### config.mk
export PLATFORM = sky130hd
export DESIGN_NAME = bidir_link_arbiter_flat
export DESIGN_NICKNAME = d
export VERILOG_FILES = /design/src/rtl/bidir_link_arbiter_pkg.sv /design/src/rtl/bidir_link_arbiter_if.sv /design/src/rtl/bidir_link_arbiter_rr_pick2.sv /design/src/rtl/bidir_link_arbiter.sv /design/src/flat_wrapper.sv
export SDC_FILE = /design/constraint.sdc
export NUM_CORES = 1
export LEC_CHECK = 0
export CAP_MARGIN = 15
export CORE_MARGIN = 2
export CORE_UTILIZATION = 43
export DETAILED_ROUTE_END_ITERATION = 8
export MAX_ROUTING_LAYER = met4
export PLACE_DENSITY = 0.76
export SKIP_LAST_GASP = 1
export SLEW_MARGIN = 20
export SYNTH_ARGS = -nofsm -noshare
export SYNTH_HDL_FRONTEND = slang
export SYNTH_SLANG_ARGS = --single-unit
### constraint.sdc
create_clock -name clk -period 3.55 [get_ports clk]
set_clock_uncertainty 0.2 [all_clocks]
set_input_delay 1.065 -clock clk [delete_from_list [all_inputs] [get_ports clk]]
set_output_delay 1.065 -clock clk [all_outputs]
set_load 0.02 [all_outputs]
### src/rtl/bidir_link_arbiter_pkg.sv
// Shared types and default sizing for the bidirectional link arbiter.
package bidir_link_pkg;

  typedef enum logic [1:0] {IDLE, START, XFER, TURN} link_state_e;
  typedef enum logic {SIDE_PHY, SIDE_MEM} link_side_e;

  localparam int DEF_DATA_W      = 8;
  localparam int DEF_XFER_CYCLES = 12;
  localparam int DEF_TA_CYCLES   = 2;

  // Down-counter width that holds the larger of the two window lengths.
  function automatic int cnt_width(input int xfer, input int ta);
    int m;
    m = (xfer > ta) ? xfer : ta;
    return $clog2(m + 1);
  endfunction

endpackage

### src/rtl/bidir_link_arbiter_if.sv
// Request/grant bundle between the two requesters, the arbiter and the wrappers.
interface bidir_link_arbiter_if #(
  parameter int DATA_W = 8
);
  logic              phy_req;
  logic [DATA_W-1:0] phy_req_data;
  logic              mem_req;
  logic [DATA_W-1:0] mem_req_data;
  logic              phy_ack;
  logic              mem_ack;
  logic              phy_start;
  logic [DATA_W-1:0] phy_data;
  logic              mem_start;
  logic [DATA_W-1:0] mem_data;
  logic              phy_own;
  logic              mem_own;
  logic              busy;

  modport slave (
    input  phy_req, phy_req_data, mem_req, mem_req_data,
    output phy_ack, mem_ack, phy_start, phy_data, mem_start, mem_data,
           phy_own, mem_own, busy
  );

  modport master (
    output phy_req, phy_req_data, mem_req, mem_req_data,
    input  phy_ack, mem_ack, phy_start, phy_data, mem_start, mem_data,
           phy_own, mem_own, busy
  );
endinterface

### src/rtl/bidir_link_arbiter_rr_pick2.sv
// Two-requester round-robin picker: combinational grant, registered last winner.
module rr_pick2
  import bidir_link_pkg::*;
(
  input  logic       clk,
  input  logic       rst,
  input  logic       req_phy,
  input  logic       req_mem,
  input  logic       take,
  output logic       grant_vld,
  output link_side_e grant_side
);

  link_side_e rr_last;

  // On a tie the side that did not win last time is chosen.
  always_comb begin
    grant_vld  = req_phy | req_mem;
    grant_side = SIDE_PHY;
    if (req_mem && (!req_phy || rr_last == SIDE_PHY))
      grant_side = SIDE_MEM;
  end

  always_ff @(posedge clk) begin
    if (rst)
      rr_last <= SIDE_MEM;
    else if (take)
      rr_last <= grant_side;
  end

endmodule

### src/rtl/bidir_link_arbiter.sv
// Grants the shared serial link to PHY or MEM side, holds it for a transfer
// window, then idles for a turnaround gap so the two ends never drive together.
module bidir_link_arbiter
  import bidir_link_pkg::*;
#(
  parameter int DATA_W      = DEF_DATA_W,
  parameter int XFER_CYCLES = DEF_XFER_CYCLES,
  parameter int TA_CYCLES   = DEF_TA_CYCLES
) (
  input logic                  clk,
  input logic                  rst,
  bidir_link_arbiter_if.slave  link
);

  localparam int CNT_W = cnt_width(XFER_CYCLES, TA_CYCLES);
  localparam logic [CNT_W-1:0] XFER_LOAD = CNT_W'(XFER_CYCLES - 1);
  localparam logic [CNT_W-1:0] TA_LOAD   = CNT_W'((TA_CYCLES > 0) ? TA_CYCLES - 1 : 0);

  link_state_e       state, state_nx;
  logic [CNT_W-1:0]  cnt, cnt_nx;
  logic              grant_vld, take;
  link_side_e        grant_side;

  logic              phy_ack, mem_ack, phy_start, mem_start, phy_own, mem_own, busy;
  logic [DATA_W-1:0] phy_data, mem_data;
  logic              phy_ack_nx, mem_ack_nx, phy_start_nx, mem_start_nx;
  logic              phy_own_nx, mem_own_nx, busy_nx;
  logic [DATA_W-1:0] phy_data_nx, mem_data_nx;

  assign take = (state == IDLE) && grant_vld;

  rr_pick2 u_pick (
    .clk        (clk),
    .rst        (rst),
    .req_phy    (link.phy_req),
    .req_mem    (link.mem_req),
    .take       (take),
    .grant_vld  (grant_vld),
    .grant_side (grant_side)
  );

  always_comb begin
    state_nx = state;
    cnt_nx   = cnt;
    case (state)
      IDLE:  if (grant_vld) state_nx = START;
      START: begin
        state_nx = XFER;
        cnt_nx   = XFER_LOAD;
      end
      XFER: begin
        if (cnt == '0) begin
          state_nx = (TA_CYCLES > 0) ? TURN : IDLE;
          cnt_nx   = TA_LOAD;
        end else begin
          cnt_nx = cnt - CNT_W'(1);
        end
      end
      TURN: begin
        if (cnt == '0) state_nx = IDLE;
        else           cnt_nx   = cnt - CNT_W'(1);
      end
      default: state_nx = IDLE;
    endcase
  end

  // Next values of the registered outputs; ack/start fire on the grant edge.
  always_comb begin
    phy_ack_nx   = 1'b0;
    mem_ack_nx   = 1'b0;
    phy_start_nx = 1'b0;
    mem_start_nx = 1'b0;
    phy_own_nx   = phy_own;
    mem_own_nx   = mem_own;
    phy_data_nx  = phy_data;
    mem_data_nx  = mem_data;
    case (state)
      IDLE: begin
        if (grant_vld && grant_side == SIDE_PHY) begin
          phy_ack_nx   = 1'b1;
          phy_start_nx = 1'b1;
          phy_own_nx   = 1'b1;
          phy_data_nx  = link.phy_req_data;
        end else if (grant_vld) begin
          mem_ack_nx   = 1'b1;
          mem_start_nx = 1'b1;
          mem_own_nx   = 1'b1;
          mem_data_nx  = link.mem_req_data;
        end
      end
      XFER: begin
        if (cnt == '0) begin
          phy_own_nx = 1'b0;
          mem_own_nx = 1'b0;
        end
      end
      TURN: begin
        phy_own_nx = 1'b0;
        mem_own_nx = 1'b0;
      end
      default: ;
    endcase
    busy_nx = (state_nx != IDLE);
  end

  always_ff @(posedge clk) begin
    if (rst) begin
      state     <= IDLE;
      cnt       <= '0;
      phy_ack   <= 1'b0;
      mem_ack   <= 1'b0;
      phy_start <= 1'b0;
      mem_start <= 1'b0;
      phy_own   <= 1'b0;
      mem_own   <= 1'b0;
      busy      <= 1'b0;
      phy_data  <= '0;
      mem_data  <= '0;
    end else begin
      state     <= state_nx;
      cnt       <= cnt_nx;
      phy_ack   <= phy_ack_nx;
      mem_ack   <= mem_ack_nx;
      phy_start <= phy_start_nx;
      mem_start <= mem_start_nx;
      phy_own   <= phy_own_nx;
      mem_own   <= mem_own_nx;
      busy      <= busy_nx;
      phy_data  <= phy_data_nx;
      mem_data  <= mem_data_nx;
    end
  end

  assign link.phy_ack   = phy_ack;
  assign link.mem_ack   = mem_ack;
  assign link.phy_start = phy_start;
  assign link.mem_start = mem_start;
  assign link.phy_own   = phy_own;
  assign link.mem_own   = mem_own;
  assign link.busy      = busy;
  assign link.phy_data  = phy_data;
  assign link.mem_data  = mem_data;

endmodule

### src/flat_wrapper.sv
// flat-port wrapper written by rule: the top's interface ports become plain ports
module bidir_link_arbiter_flat import bidir_link_pkg::*;
#(
  parameter int DATA_W      = DEF_DATA_W,
  parameter int XFER_CYCLES = DEF_XFER_CYCLES,
  parameter int TA_CYCLES   = DEF_TA_CYCLES
)
  (clk, rst, link_phy_req, link_phy_req_data, link_mem_req, link_mem_req_data, link_phy_ack, link_mem_ack, link_phy_start, link_phy_data, link_mem_start, link_mem_data, link_phy_own, link_mem_own, link_busy);
  bidir_link_arbiter_if #(.DATA_W(DATA_W)) link_i ();
  input logic clk;
  input logic rst;
  input wire logic [$bits(link_i.phy_req)-1:0] link_phy_req;
  input wire logic [$bits(link_i.phy_req_data)-1:0] link_phy_req_data;
  input wire logic [$bits(link_i.mem_req)-1:0] link_mem_req;
  input wire logic [$bits(link_i.mem_req_data)-1:0] link_mem_req_data;
  output wire logic [$bits(link_i.phy_ack)-1:0] link_phy_ack;
  output wire logic [$bits(link_i.mem_ack)-1:0] link_mem_ack;
  output wire logic [$bits(link_i.phy_start)-1:0] link_phy_start;
  output wire logic [$bits(link_i.phy_data)-1:0] link_phy_data;
  output wire logic [$bits(link_i.mem_start)-1:0] link_mem_start;
  output wire logic [$bits(link_i.mem_data)-1:0] link_mem_data;
  output wire logic [$bits(link_i.phy_own)-1:0] link_phy_own;
  output wire logic [$bits(link_i.mem_own)-1:0] link_mem_own;
  output wire logic [$bits(link_i.busy)-1:0] link_busy;
  assign link_i.phy_req = link_phy_req;
  assign link_i.phy_req_data = link_phy_req_data;
  assign link_i.mem_req = link_mem_req;
  assign link_i.mem_req_data = link_mem_req_data;
  assign link_phy_ack = link_i.phy_ack;
  assign link_mem_ack = link_i.mem_ack;
  assign link_phy_start = link_i.phy_start;
  assign link_phy_data = link_i.phy_data;
  assign link_mem_start = link_i.mem_start;
  assign link_mem_data = link_i.mem_data;
  assign link_phy_own = link_i.phy_own;
  assign link_mem_own = link_i.mem_own;
  assign link_busy = link_i.busy;
  bidir_link_arbiter #(.DATA_W(DATA_W), .XFER_CYCLES(XFER_CYCLES), .TA_CYCLES(TA_CYCLES)) u_core (.clk(clk), .rst(rst), .link(link_i));
endmodule
After elaboration in Yosys (flattened, before gate mapping)
Cells that the tools add are included.
Word-level totals
  bits in registers: 28
  input bits: 20
  output and inout port bits: 23
  word-level logic and storage cells: 57
Cells by class
  add/sub/neg operators: 1
  equality and inequality tests: 8
  multiplexer cells: 16
  bitwise logic cells: 5
  reductions and logical operators: 17
Operators by type and width (count)
  $pmux 4 s3: 1
  $mux 4: 2
  $pmux 2 s4: 1
  $mux 1: 7
  $mux 2: 3
  $ne 2x2->1 const B: 3
  $pmux 1 s3: 2
  $reduce_and 3->1: 2
  $reduce_bool 3->1: 2
  $eq 2x2->1 const B: 2
  $logic_not 4->1: 1
  $ne 2x1->1 const B: 2
  $not 1->1: 4
  $reduce_and 2->1: 2
  $reduce_and 4->1: 1
  $sub 4x1->4 const B: 1
  $logic_and 1x1->1: 3
  $reduce_or 3->1: 1
  $eq 2x1->1 const B: 1
  $logic_not 2->1: 1
  $reduce_bool 2->1: 1
  $reduce_or 2->1: 1
  $logic_not 1->1: 1
  $logic_or 1x1->1: 1
  $or 1x1->1: 1

Logic depth before layout (Yosys ltp)
  depth after elaboration: 8
  depth in mapped cells: 6
  gate-level depth less buffers: 5

Hierarchy
Synthesis repeated with hierarchy kept, for this count alone.
Unflattened totals
  cells, all modules: 133
  area, all modules: 1158.6 sq um
Modules (own cells, without submodules)
  bidir_link_arbiter: instances 1, cells each 128, area each 1109.8 sq um
  rr_pick2: instances 1, cells each 5, area each 48.8 sq um

Worst setup path before layout
OpenSTA, ideal clock, no wires.
  path type: input to register
  start: input port link_phy_req
  end: register u_core.phy_data[0], in the netlist u_core.link.phy_data[0]
  setup time: 0.072 ns
  arrival: 1.864 ns
  required time: 3.278 ns
  setup slack: 1.414 ns
  stages: 4
  buffers on the path: 1
  cells stage by stage: or3b_1 > a21oi_2 > buf_6 > mux2i_1
Between the ends
  longest elaborated chain between the ends: 7
  elaborated cells on any way between the ends: 8
  those cells by class: 1 x mux; 2 x bitwise; 5 x reduce/logical
Ends and longest elaborated chain
  start, declared: RTL line flat_wrapper.sv:12  | input wire logic [$bits(link_i.phy_req)-1:0] link_phy_req;
  $logic_not 1->1: RTL line bidir_link_arbiter_rr_pick2.sv:20  | if (req_mem && (!req_phy || rr_last == SIDE_PHY))
  $logic_or 1x1->1: RTL line bidir_link_arbiter_rr_pick2.sv:20
  $logic_and 1x1->1: RTL line bidir_link_arbiter_rr_pick2.sv:20
  $mux 1: RTL line bidir_link_arbiter_rr_pick2.sv:20
  $not 1->1: RTL line bidir_link_arbiter.sv:79  | if (grant_vld && grant_side == SIDE_PHY) begin
  $logic_and 1x1->1 (*): RTL line bidir_link_arbiter.sv:79
  $reduce_and 2->1 (no line) (*)
  end signal, assigned: RTL line bidir_link_arbiter.sv:129  | phy_data <= phy_data_nx;
  end, declared: RTL line bidir_link_arbiter.sv:25  | logic [DATA_W-1:0] phy_data, mem_data;
Mark *: on every way between the ends. The rest lies on a longest branch, timed or not.
A chain may end at the register's enable or synchronous reset.

Worst setup path after layout
  start: input port link_mem_req
  end: register u_core.mem_data[5], in the netlist u_core.link.mem_data[5]
Between the ends
  longest elaborated chain between the ends: 6
  elaborated cells on any way between the ends: 7
  those cells by class: 1 x mux; 3 x bitwise; 3 x reduce/logical
Ends and longest elaborated chain
  start, declared: RTL line flat_wrapper.sv:14  | input wire logic [$bits(link_i.mem_req)-1:0] link_mem_req;
  $logic_and 1x1->1: RTL line bidir_link_arbiter_rr_pick2.sv:20
  $mux 1: RTL line bidir_link_arbiter_rr_pick2.sv:20
  $not 1->1: RTL line bidir_link_arbiter.sv:79
  $logic_and 1x1->1: RTL line bidir_link_arbiter.sv:79
  $not 1->1 (no line)
  $reduce_and 3->1 (no line) (*)
  end signal, assigned: RTL line bidir_link_arbiter.sv:130  | mem_data <= mem_data_nx;
  end, declared: RTL line bidir_link_arbiter.sv:25
Marked as above.

==> flow_summary.toml <==
[layout]
multi_input_area_um2 = 653
drive_gt1_frac = 0.0651
syn2layout_area_growth_pct = 34.5
fillers = 239
final_nets = 192
antenna_cells = 0
final_area_um2 = 1750
seqCellArea_um2 = 561
final_util = 0.623

[floorplan]
die_area_um2 = 3480
start_util = 0.463
core_area_um2 = 2810
die_w_um = 59.0
fp-row-count = 19
ios = 43
die_h_um = 59.0

[power_and_ir_drop]
peakVddDrop_mv = 0.293
p_leak_nw = 0.667
p_total_mw = 0.825
power_density_nw_per_um2 = 473

[timing]
rsz0062_at_grt = "no"
max-slew-margin-rel = 0.544
setup_ws_ps = 830
finalSetupViolCount = 0
fmaxAchievable_ghz = 0.368
worst_pin_slew_ps = 684
fin_crit_sh = 0.766
slew_violations = 0
fin_crit_ps = 2720
fin_tns_setup_ps = 0
hold_viol_final = 0

[yosys]
syn_area_per_cell_um2 = 9.84
synth_edf_count = 0
synth_area_leaders = "dfxtp_1, nand2b_1, mux2i_1"
synth_top_family_by_area = "simple AND/OR/NAND/NOR gates"
yosys_warnings = 0
async_flop_share = 0
synth_fa_ha_area_frac = 0.0193
synth-simple-area-share = 0.256
syn_inst = 132
synth_top_cell_area_share = 0.432
synth_mux_area_frac = 0.123
synthFlopType = "dfxtp_1"
synth_xor_area_frac = 0
ys_top_cells_by_count = "nand2b_1, dfxtp_1, mux2i_1"
synth_nets = 154
yosys.area.top_type = "dfxtp_1"
ys_seq_area_frac = 0.432
yosys_register_bits = 28
syn-cell-area_um2 = 1300
yosysMostFrequentCell = "nand2b_1"
ys_types = 31
synth_compound_area_frac = 0.104

[detailed_routing]
vias = 1031
detail_route.first_pass.iterations = 6
drc_errors = 2
via_per_inst = 5.16
wl_mm = 2.62
ant_nets = 0
avgRoutedWirePerCell_um = 13.1
drt_iter0_markers = 29

[run_status]
violations = "DRC"
status = "complete, but fails checks"

[placement]
gp_congestion = 0.693
portBuffers = 42
placed_cell_area_um2 = 1710
dp_slack_ps = 469
post-dp-hpwl_mm = 2.05

[global_route]
grt_overflow = 0
grt_pass1_vias = 1031
gr-max-usage-layer = "met2"
use_met2 = 0.317
grt_pass1_wl_mm = 4.50
grt_max_degree = 27
antenna_found_initial = 0
grt_util_met3 = 0.0505
track_usage = 0.175
grtUsageMet1 = 0.184

[clocking]
cts_made_buffers = 3
cts_setup_buffers = 0
cts-root-buf = "clkbuf_4"
cts_tree = "done"
cts.sinks = 28
clk_path_buf_depth = 2
hold_buffers = 0
clk_latency_ps = 320
cts_resized = 0
h-tree-depth = 1
path_clk_slew_ps = 140

[worst_setup_path]
r2r_slack_ps = 1600
cp-startpoint = "link_mem_req"
path_class = "input pin to flop"
max_stage_delay_ps = 530
critPathMaxFanout = 10
path_delay_family = "buffers and inverters"
worst-path-buf-inv = 1
required_ps = 3610
r2r_start = "u_core.state[1]"
cp.arrival_ps = 2780
critical_path_depth = 4
rr_worst_depth = 3
r2r_end = "u_core.link.mem_data[5]"
crit_slowest_cell = "clkdlybuf4s50_1"
crit_end = "u_core.link.mem_data[5]"
cp_cell_sequence = "clkdlybuf4s50_1 -> or3b_1 -> a21oi_2 -> mux2i_1"
end_kind = "flop"
cp-start-kind = "input pin"

[hold_path]
hp-class = "flop to flop"

[run]
cap_violations = 0
## metrics by stage
step                      instances  hold slack [ps]
final                           200              284
after global routing            200              308
after CTS                       200              287
after detailed placement        196              262
after global placement          196              256
after floorplan                 132              266
## cells by family (layout without fill, tap and decap cells)
family	after synthesis	in the layout
compound gates	17	17
fa+ha+maj	2	2
buf+inv	16	53
mux	16	16
flops	28	28
simple gates	53	53
## power by group
group / switching (mW) / internal [mW] / total (mW)
clock network: 0.0905 / 0.0627 / 0.153
logic: 0.132 / 0.143 / 0.275
registers: 0.0386 / 0.358 / 0.397
total: 0.261 / 0.564 / 0.825
## layout by cell type (no fill, tap or decap)
master and n:
clkdlybuf4s50_1 42, nand2b_1 32, dfxtp_1 28, mux2i_1 16, inv_1 4, nor2_1 4, or3b_1 3, clkbuf_4 3
buf_4 3, a21oi_2 2, and2b_1 2, nor4_1 2, nand2_1 2, o41ai_1 2, a31oi_1 2, nor3_1 2
a21oi_1 2, o21ba_1 2, a211o_1 2, o21ai_0 2, ha_1 2, nand3_1 1, and4bb_2 1, and2_1 1
o21bai_1 1, o21a_1 1, a221oi_2 1, nor2b_1 1, nand4b_1 1, nand3b_1 1, clkbuf_8 1
## cell type report
| class | instances | area share |
|---|---|---|
| Clock buffer | 4 | 0.0208 |
| Timing Repair Buffer | 45 | 0.254 |
| Inverter | 4 | 0.00860 |
| Multi-Input combinational cell | 88 | 0.374 |
| Sequential cell | 28 | 0.321 |
| Tap cell | 31 | 0.0222 |
## registers in the layout, indices dropped and copies added, names as in the netlist
name / cells
u_core.state: 2
u_core.link.mem_ack: 1
u_core.link.phy_ack: 1
u_core.link.mem_data: 8
u_core.link.busy: 1
u_core.link.phy_data: 8
u_core.u_pick.rr_last: 1
u_core.link.mem_own: 1
u_core.link.phy_own: 1
u_core.cnt: 4
## worst min-delay path by stage
stage,start,endpoint,cells after the start
after global routing,u_core.link.phy_data[5],u_core.link.phy_data[5],2
after global placement,u_core.link.phy_own,u_core.link.phy_own,1
after floorplan,u_core.cnt[0],u_core.cnt[0],1
final,u_core.link.mem_data[2],u_core.link.mem_data[2],2
after CTS,u_core.link.phy_data[5],u_core.link.phy_data[5],2
after detailed placement,u_core.link.phy_own,u_core.link.phy_own,1
## worst reg2reg max path, stage by stage, from the launching register on
cell and delay [ps]:
dfxtp_1 450, or3b_1 450, a21oi_2 530, mux2i_1 270
## metal layers
metal	up-vias	part of all wire
met5	-	0
met1	481	0.41
met2	26	0.54
li1	522	-
met3	2	0.043
met4	0	0.010
Power figures use the tool's default switching activity.
